$ cat src/rtl/pwm_timer.sv
// Multi-channel PWM timer with shared prescaler, double-buffered period/duty.
// Optional PWM_INVERT_EN adds a per-channel POLARITY register at 0x20.
module pwm_timer #(
  parameter int NUM_CH = 4,
  parameter int CNT_W  = 16
) (
  input  logic              clk,
  input  logic              rst,
  input  logic [31:0]       pwm_addr,
  input  logic [31:0]       pwm_wdata,
  input  logic              pwm_we,
  output logic [31:0]       pwm_rdata,
  output logic [NUM_CH-1:0] pwm_out
);

  localparam logic [7:0] A_CTRL = 8'h00;
  localparam logic [7:0] A_PSC  = 8'h04;
  localparam logic [7:0] A_PER  = 8'h08;
  localparam logic [7:0] A_STAT = 8'h0C;
`ifdef PWM_INVERT_EN
  localparam logic [7:0] A_POL  = 8'h20;
`endif

  logic [7:0] off;
  assign off = pwm_addr[7:0];

  logic                         en_q, en_d;
  logic [15:0]                  psc_sh_q, psc_sh_d;
  logic [CNT_W-1:0]             per_sh_q, per_sh_d;
  logic [CNT_W-1:0]             per_act_q, per_act_d;
  logic [NUM_CH-1:0][CNT_W-1:0] duty_sh_q, duty_sh_d;
  logic [NUM_CH-1:0][CNT_W-1:0] duty_act_q, duty_act_d;
  logic [15:0]                  pre_q, pre_d;
  logic [CNT_W-1:0]             cnt_q, cnt_d;
  logic                         wrap_q, wrap_d;
  logic [NUM_CH-1:0]            pwm_q, pwm_d;
`ifdef PWM_INVERT_EN
  logic [NUM_CH-1:0]            pol_q, pol_d;
`endif

  logic clr;
  logic tick;
  logic wrap_evt;
  logic cmp;

  logic unused_bits;
  assign unused_bits = ^{pwm_addr[31:8], pwm_wdata[31:16]};

  always_comb begin
    en_d       = en_q;
    psc_sh_d   = psc_sh_q;
    per_sh_d   = per_sh_q;
    duty_sh_d  = duty_sh_q;
    wrap_d     = wrap_q;
    clr        = 1'b0;
`ifdef PWM_INVERT_EN
    pol_d      = pol_q;
`endif
    if (pwm_we) begin
      case (off)
        A_CTRL: begin
          en_d = pwm_wdata[0];
          clr  = pwm_wdata[1];
        end
        A_PSC:  psc_sh_d = pwm_wdata[15:0];
        A_PER:  per_sh_d = pwm_wdata[CNT_W-1:0];
        A_STAT: if (pwm_wdata[0]) wrap_d = 1'b0;
`ifdef PWM_INVERT_EN
        A_POL:  pol_d = pwm_wdata[NUM_CH-1:0];
`endif
        default: ;
      endcase
      for (int i = 0; i < NUM_CH; i++) begin
        if (off == 8'(16 + 4 * i)) duty_sh_d[i] = pwm_wdata[CNT_W-1:0];
      end
    end

    pre_d      = pre_q;
    cnt_d      = cnt_q;
    per_act_d  = per_act_q;
    duty_act_d = duty_act_q;
    wrap_evt   = 1'b0;
    tick       = (pre_q == psc_sh_q);
    if (!en_q) begin
      pre_d      = '0;
      cnt_d      = '0;
      per_act_d  = per_sh_q;
      duty_act_d = duty_sh_q;
    end else if (clr) begin
      pre_d = '0;
      cnt_d = '0;
    end else if (tick) begin
      pre_d = '0;
      if (cnt_q == per_act_q) begin
        cnt_d      = '0;
        per_act_d  = per_sh_q;
        duty_act_d = duty_sh_q;
        wrap_evt   = 1'b1;
      end else begin
        cnt_d = cnt_q + CNT_W'(1);
      end
    end else begin
      pre_d = pre_q + 16'd1;
    end
    // a wrap in the same cycle as a W1C keeps the flag set
    if (wrap_evt) wrap_d = 1'b1;

    pwm_d = '0;
    cmp   = 1'b0;
    for (int i = 0; i < NUM_CH; i++) begin
      cmp = (cnt_q < duty_act_q[i]);
`ifdef PWM_INVERT_EN
      cmp = cmp ^ pol_q[i];
`endif
      pwm_d[i] = en_q & cmp;
    end
  end

  always_comb begin
    pwm_rdata = '0;
    case (off)
      A_CTRL: pwm_rdata[0] = en_q;
      A_PSC:  pwm_rdata[15:0] = psc_sh_q;
      A_PER:  pwm_rdata[CNT_W-1:0] = per_sh_q;
      A_STAT: begin
        pwm_rdata[0]          = wrap_q;
        pwm_rdata[16 +: CNT_W] = cnt_q;
      end
`ifdef PWM_INVERT_EN
      A_POL:  pwm_rdata[NUM_CH-1:0] = pol_q;
`endif
      default: ;
    endcase
    for (int i = 0; i < NUM_CH; i++) begin
      if (off == 8'(16 + 4 * i)) pwm_rdata[CNT_W-1:0] = duty_sh_q[i];
    end
  end

  always_ff @(posedge clk or negedge rst) begin
    if (!rst) begin
      en_q       <= 1'b0;
      psc_sh_q   <= '0;
      per_sh_q   <= '0;
      per_act_q  <= '0;
      duty_sh_q  <= '0;
      duty_act_q <= '0;
      pre_q      <= '0;
      cnt_q      <= '0;
      wrap_q     <= 1'b0;
      pwm_q      <= '0;
`ifdef PWM_INVERT_EN
      pol_q      <= '0;
`endif
    end else begin
      en_q       <= en_d;
      psc_sh_q   <= psc_sh_d;
      per_sh_q   <= per_sh_d;
      per_act_q  <= per_act_d;
      duty_sh_q  <= duty_sh_d;
      duty_act_q <= duty_act_d;
      pre_q      <= pre_d;
      cnt_q      <= cnt_d;
      wrap_q     <= wrap_d;
      pwm_q      <= pwm_d;
`ifdef PWM_INVERT_EN
      pol_q      <= pol_d;
`endif
    end
  end

  assign pwm_out = pwm_q;

endmodule

$ cat config.mk
export PLATFORM = sky130hd
export DESIGN_NAME = pwm_timer
export DESIGN_NICKNAME = d
export VERILOG_FILES = /design/src/rtl/pwm_timer.sv
export SDC_FILE = /design/constraint.sdc
export NUM_CORES = 1
export LEC_CHECK = 0
export BUFFER_PORTS_ARGS = -buffer_cell sky130_fd_sc_hd__buf_4
export CAP_MARGIN = 30
export CORE_ASPECT_RATIO = 0.8
export CORE_MARGIN = 8
export CORE_UTILIZATION = 40
export CTS_BUF_LIST = sky130_fd_sc_hd__clkbuf_8
export DETAILED_ROUTE_END_ITERATION = 12
export PLACE_DENSITY = 0.61
export SLEW_MARGIN = 20
export SYNTH_ARGS = -nofsm -noshare
export SYNTH_HDL_FRONTEND = slang
export SYNTH_SLANG_ARGS = --single-unit
$ cat constraint.sdc
create_clock -name clk -period 6.65 [get_ports clk]
set_clock_uncertainty 0.1 [all_clocks]
set_input_delay 0.665 -clock clk [delete_from_list [all_inputs] [get_ports clk]]
set_output_delay 0.665 -clock clk [all_outputs]
set_load 0.05 [all_outputs]
# Word level (Yosys, flattened, before mapping)
# Index checks and enable logic that the tools add are counted.
[classes]
add_sub_neg = 2
n_mul = 0
div_mod_pow = 0
magnitude_cmp = 4
eq_ne = 13
shifts = 0
muxes = 32
bitwise = 4
n_reduce_logical = 13
[ops]
columns = ["operator", "n"]
rows = [
  ["2-to-1 mux 16 bit", 16],
  ["2-to-1 mux 64 bit", 4],
  ["< comparator 16 bit", 4],
  ["adder 16 x 1 -> 16 bit, second input constant", 2],
  ["equality test 16 bit", 2],
  ["equality test 8 x 5 -> 1 bit, second input constant", 4],
  ["case mux 15 bit (2 select lines)", 1],
  ["equality test 8 x 4 -> 1 bit, second input constant", 2],
  ["AND reduction 2 bit", 7],
  ["2-to-1 mux 1 bit", 10],
  ["equality test 8 x 3 -> 1 bit, second input constant", 1],
  ["logical NOT 8 bit", 1],
  ["AND reduction 3 bit", 2],
  ["nonzero test 2 bit", 3],
  ["AND 1 bit", 4],
  ["!= test 2 x 1 -> 1 bit, second input constant", 2],
  ["case mux 1 bit (4 select lines)", 1],
  ["!= test 3 x 1 -> 1 bit, second input constant", 1],
  ["!= test 2 bit, second input constant", 1],
]
[word_totals]
register_bits = 214
latch_bits = 0
ramBits = 0
rom_bits = 0
inputBits = 67
wordCells = 84
mem_count = 0

# Depth between registers and ports, before layout
[depth]
depth_word = 7
ltp_mapped = 8

# Worst setup path after synthesis
# No wires, ideal clock.
[synth_path]
kind = "input to output"
start = "in pwm_addr[1]"
end = "out pwm_rdata[10]"
arrival_time_ns = 2.845
setup_slack_ns = 3.040
stages = 5
path_buffers = 1
path_cell_list = "or3b_2 -> nor3b_4 -> clkbuf_1 -> a22oi_1 -> a31oi_1"
[synth_between]
elab_chain_len = 6
[synth_rtl]
columns = ["element", "line_no", "rtl"]
rows = [
  ["start, declared", "9", "input logic [31:0] pwm_addr,"],
  ["equality test 8 x 4 -> 1 bit or equality test 8 x 3 -> 1 bit (tied branches)", "121", "case (off)"],
  ["case mux 15 bit (2 select lines)", "121", ""],
  ["2-to-1 mux 16 bit (3 in a row)", "135", "if (off == 8'(16 + 4 * i)) pwm_rdata[CNT_W-1:0] = duty_sh_q[i];"],
  ["2-to-1 mux 16 bit *", "135", ""],
  ["end, declared", "12", "output logic [31:0] pwm_rdata,"],
]
# Mark *: on every way between the ends. The rest lies on a longest branch, timed or not.

# Worst setup path in the final report
[layout_path]
start = "in pwm_addr[4]"
end = "out pwm_rdata[6]"
# Same word-level chain as after synthesis.

==> metrics.md <==
| Metric | Value |
|---|---|
| Final worst-path cycle share | between 50 and 60% |
| Grt met3 use | 3.61% |
| Boundary Pins | between 100 and 150 |
| CTS tree | yes |
| CP Class | input port to output port |
| Routed length per instance | 20.9 µm |
| Critical-path cell list | buf_4 > or4_4 > nor3_1 > a222oi_1 > a31oi_1 > buf_4 |
| Met1 Use GR | between 20% and 30% |
| Clock transition at path regs | ~0.070 ns |
| Die W | between 200 and 250 µm |
| Number of max-cap violations | 0 |
| Share of post-route cells with drive strength above 1 | between 20% and 30% |
| Critical path fanouts, max | 7 |
| Status | completed |
| Worst vdd ir | around 0.00015 V |
| Slew Viols, Final | 0 |
| M2 GR Usage | a little over a quarter |
| Final worst setup slack | roughly 2.8 ns |
| Hold_buf cts | 0 |
| Number of global-route vias before repair | about 8000 |
| Top Usage Layer GRT | met2 |
| Critical path startpoint | pwm_addr[4] |
| Number of CTS-inserted buffers | 36 |
| Clock Sinks | about 210 |
| Top_reg_cell synth | dfrtp_1 |
| Total number of vias | around 8000 |
| Die area | between 0.03 and 0.04 mm² |
| Ys async rst share | 100% |
| GPL Wtd Cong | 0.824 |
| Critical R2R Launch | cnt_q[9] |
| Mapped Area | ~0.011 mm² |
| Largest net degree at the start of global routing | 79 |
| Mean Syn Cell Area | between 10 and 15 µm² |
| Initial Utilization | around 40% |
| Final hold vios | 0 |
| CP required | 5.88 ns |
| Die Ht | approximately 170 µm |
| Sum Neg Setup Slack | 0 ns |
| Leakage | between 6 and 7 nW |
| Worst EP arrival | roughly 3.1 ns |
| Drt drc | 0 |
| Slew @ Worst Pin | between 1 and 1.5 ns |
| Most frequent cells in the layout | dfrtp_1 (214), mux2_2 (169), inv_1 (83) |
| HPWL Detailed | 20500 µm |
| Cells on worst reg2reg path | 7 |
| Setup repair bufs after CTS | 0 |
| CTS resizes | 0 |
| Hold Crit Class | input port to async pin |
| Synth top area share | a little under half |
| Drt pass-1 iters | 5 |
| Critical path's most frequent cell | buf_4 |
| Crit path capture type | output port |
| Count of cell types in the netlist | 56 |
| Iter 0 DRT Violations | 460 |
| ANT nets after route | 0 |
| Post-Synthesis Cells | approximately 970 |
| Power density over the cells | 226 mW/mm² |
| Via/cell ratio | between 5 and 6 |
| First-pass GRT wire length | 47400 µm |
| Skew-Pair Late Insertion Delay | around 0.54 ns |
| Mapped Nets | roughly 1100 |
| H-Tree Depth | 2 |
| Crit path time final | ~3.8 ns |
| Final core occ | between 40% and 50% |
| Root buf cell | clkbuf_8 |
| RSZ-0062 raised after global routing | no |
| Share of the yosys chip area belonging to registers | 47.4% |
| Place WS | 2.88 ns |
| N_diodes | 0 |
| R2R Setup Slk | roughly 3.3 ns |
| Maximum clock rate | 260 MHz |
| Most common cell after layout, fill and taps aside | dfrtp_1 |
| IO buf count | between 60 and 70 |
| Layout Area Growth over Synthesis | 13.4% |
| FF-to-FF End | duty_act_q[8] |
| Post-synthesis register bit count | 214 |
| Max incr delay on CP | slightly below 0.8 ns |
| Slew HR | between 30% and 40% |
| Number of placement rows | 55 |
| Setup Viol. Count Final | 0 |
| Total Wirelength | 29800 µm |
| Yosys Warn Count | 0 |
| Core area | 0.0280 mm² |
| Largest cells by area after synthesis | dfrtp_1 (47%), mux2_2 (17%), ha_1 (6.9%), xor2_1 (2.7%), inv_1 (2.4%) |
| Final net count | roughly 1200 |
| Initial antenna violation count | 0 |
| Total GRT Usage | between 15 and 20% |
| Slowest cell on crit path | nor3_1 |
| Gr ovfl total | 0 |
| Post-synth EDFFs | 0 |
| Yosys top cell by area | dfrtp_1 |
| Startpoint class of the critical path | input port |
| Max clock buf depth | 3 |
-- cells in the mapped netlist (2+ instances only) --
cell,instances
or3_1,2
a22o_1,3
inv_1,71
and4_1,2
a32o_1,2
a31oi_1,12
o21a_1,4
mux2_2,169
and3_1,7
dfrtp_1,214
nand3b_1,2
buf_6,8
and2_1,16
o22ai_1,4
a222oi_1,11
nor2b_1,7
ha_1,62
o2111ai_1,4
xnor2_1,11
a211oi_1,7
nor2_1,55
buf_1,3
a221o_1,2
mux2i_1,17
o31ai_1,3
nand4_1,18
a21oi_1,23
a2111oi_0,4
nor4_1,12
nand4b_1,3
a22oi_1,11
nand2_2,2
o211ai_1,15
nand3_1,22
o21ai_0,18
nor3_1,9
xor2_1,35
nand2b_1,4
clkbuf_1,26
nand2_1,22
a21o_1,12
and4b_1,4
buf_2,11
mux2_1,6
-- how the worst max path moves through the flow --
| stage | cells after the start | end |
|---|---|---|
| finish | 6 | pwm_rdata[6] |
| detailed placement | 6 | pwm_rdata[12] |
| global route | 6 | pwm_rdata[6] |
| floorplan | 5 | pwm_rdata[10] |
| CTS | 6 | pwm_rdata[12] |
| global placement | 6 | pwm_rdata[12] |
-- registers in the layout, summed over array words and instances, names as in the netlist, 4 cells and up --
name,count
pre_q,16
psc_sh_q,16
cnt_q,16
pwm_out,4
duty_sh_q,64
duty_act_q,64
per_act_q,16
per_sh_q,16
-- worst max-delay path, delay by kind of cell --
| family | cells | cell delay, ns |
|---|---|---|
| and+or+nand+nor | 2 | 1.37 |
| AOI/OAI and AO/OA | 2 | 0.62 |
| buffers and inverters | 2 | 0.42 |
-- where the power goes --
part / switching [mW] / internal, mW
combinational: 0.196 / 0.113
clock: 0.534 / 0.642
sequential: 0.0435 / 1.36
total: 0.773 / 2.12
-- area by class of cell --
cell class	instances	area, µm²
clock buffers	45	619
clock inverters	14	80.1
fillers	2577	15200
inverters	71	267
multi-input cells	634	5420
flip-flops and latches	214	5360
well taps	370	463
repair buffers	75	597
-- through the flow --
step	cells	hold WS, ns	instance area (µm²)	power (mW)
detailed placement	1363	0.375	12100	1.73
global placement	1360	0.355	12100	1.73
global route	1423	0.0631	12800	3.01
CTS	1422	0.0306	12800	2.91
floorplan	967	0.269	11300	1.61
finish	1423	0.0242	12800	2.89
-- kinds of logic after synthesis --
| kind of cell | after synthesis | synth area share [%] |
|---|---|---|
| flip-flops | 214 | 47.4 |
| AND/OR/NAND/NOR | 195 | 9.54 |
| multiplexers | 193 | 19.2 |
| AO/OA/AOI/OAI | 138 | 8.84 |
| buffers and inverters | 119 | 4.61 |
| adder cells (fa/ha/maj) | 62 | 6.87 |
| XOR/XNOR | 46 | 3.57 |
-- routing by layer --
layer,share of wire (%),vias to the layer above
met3,5.4,43
li1,-,3628
met1,49,4008
met4,1.9,0
met2,43,195
met5,0,-
No activity file was read; power rests on OpenSTA's default activity.
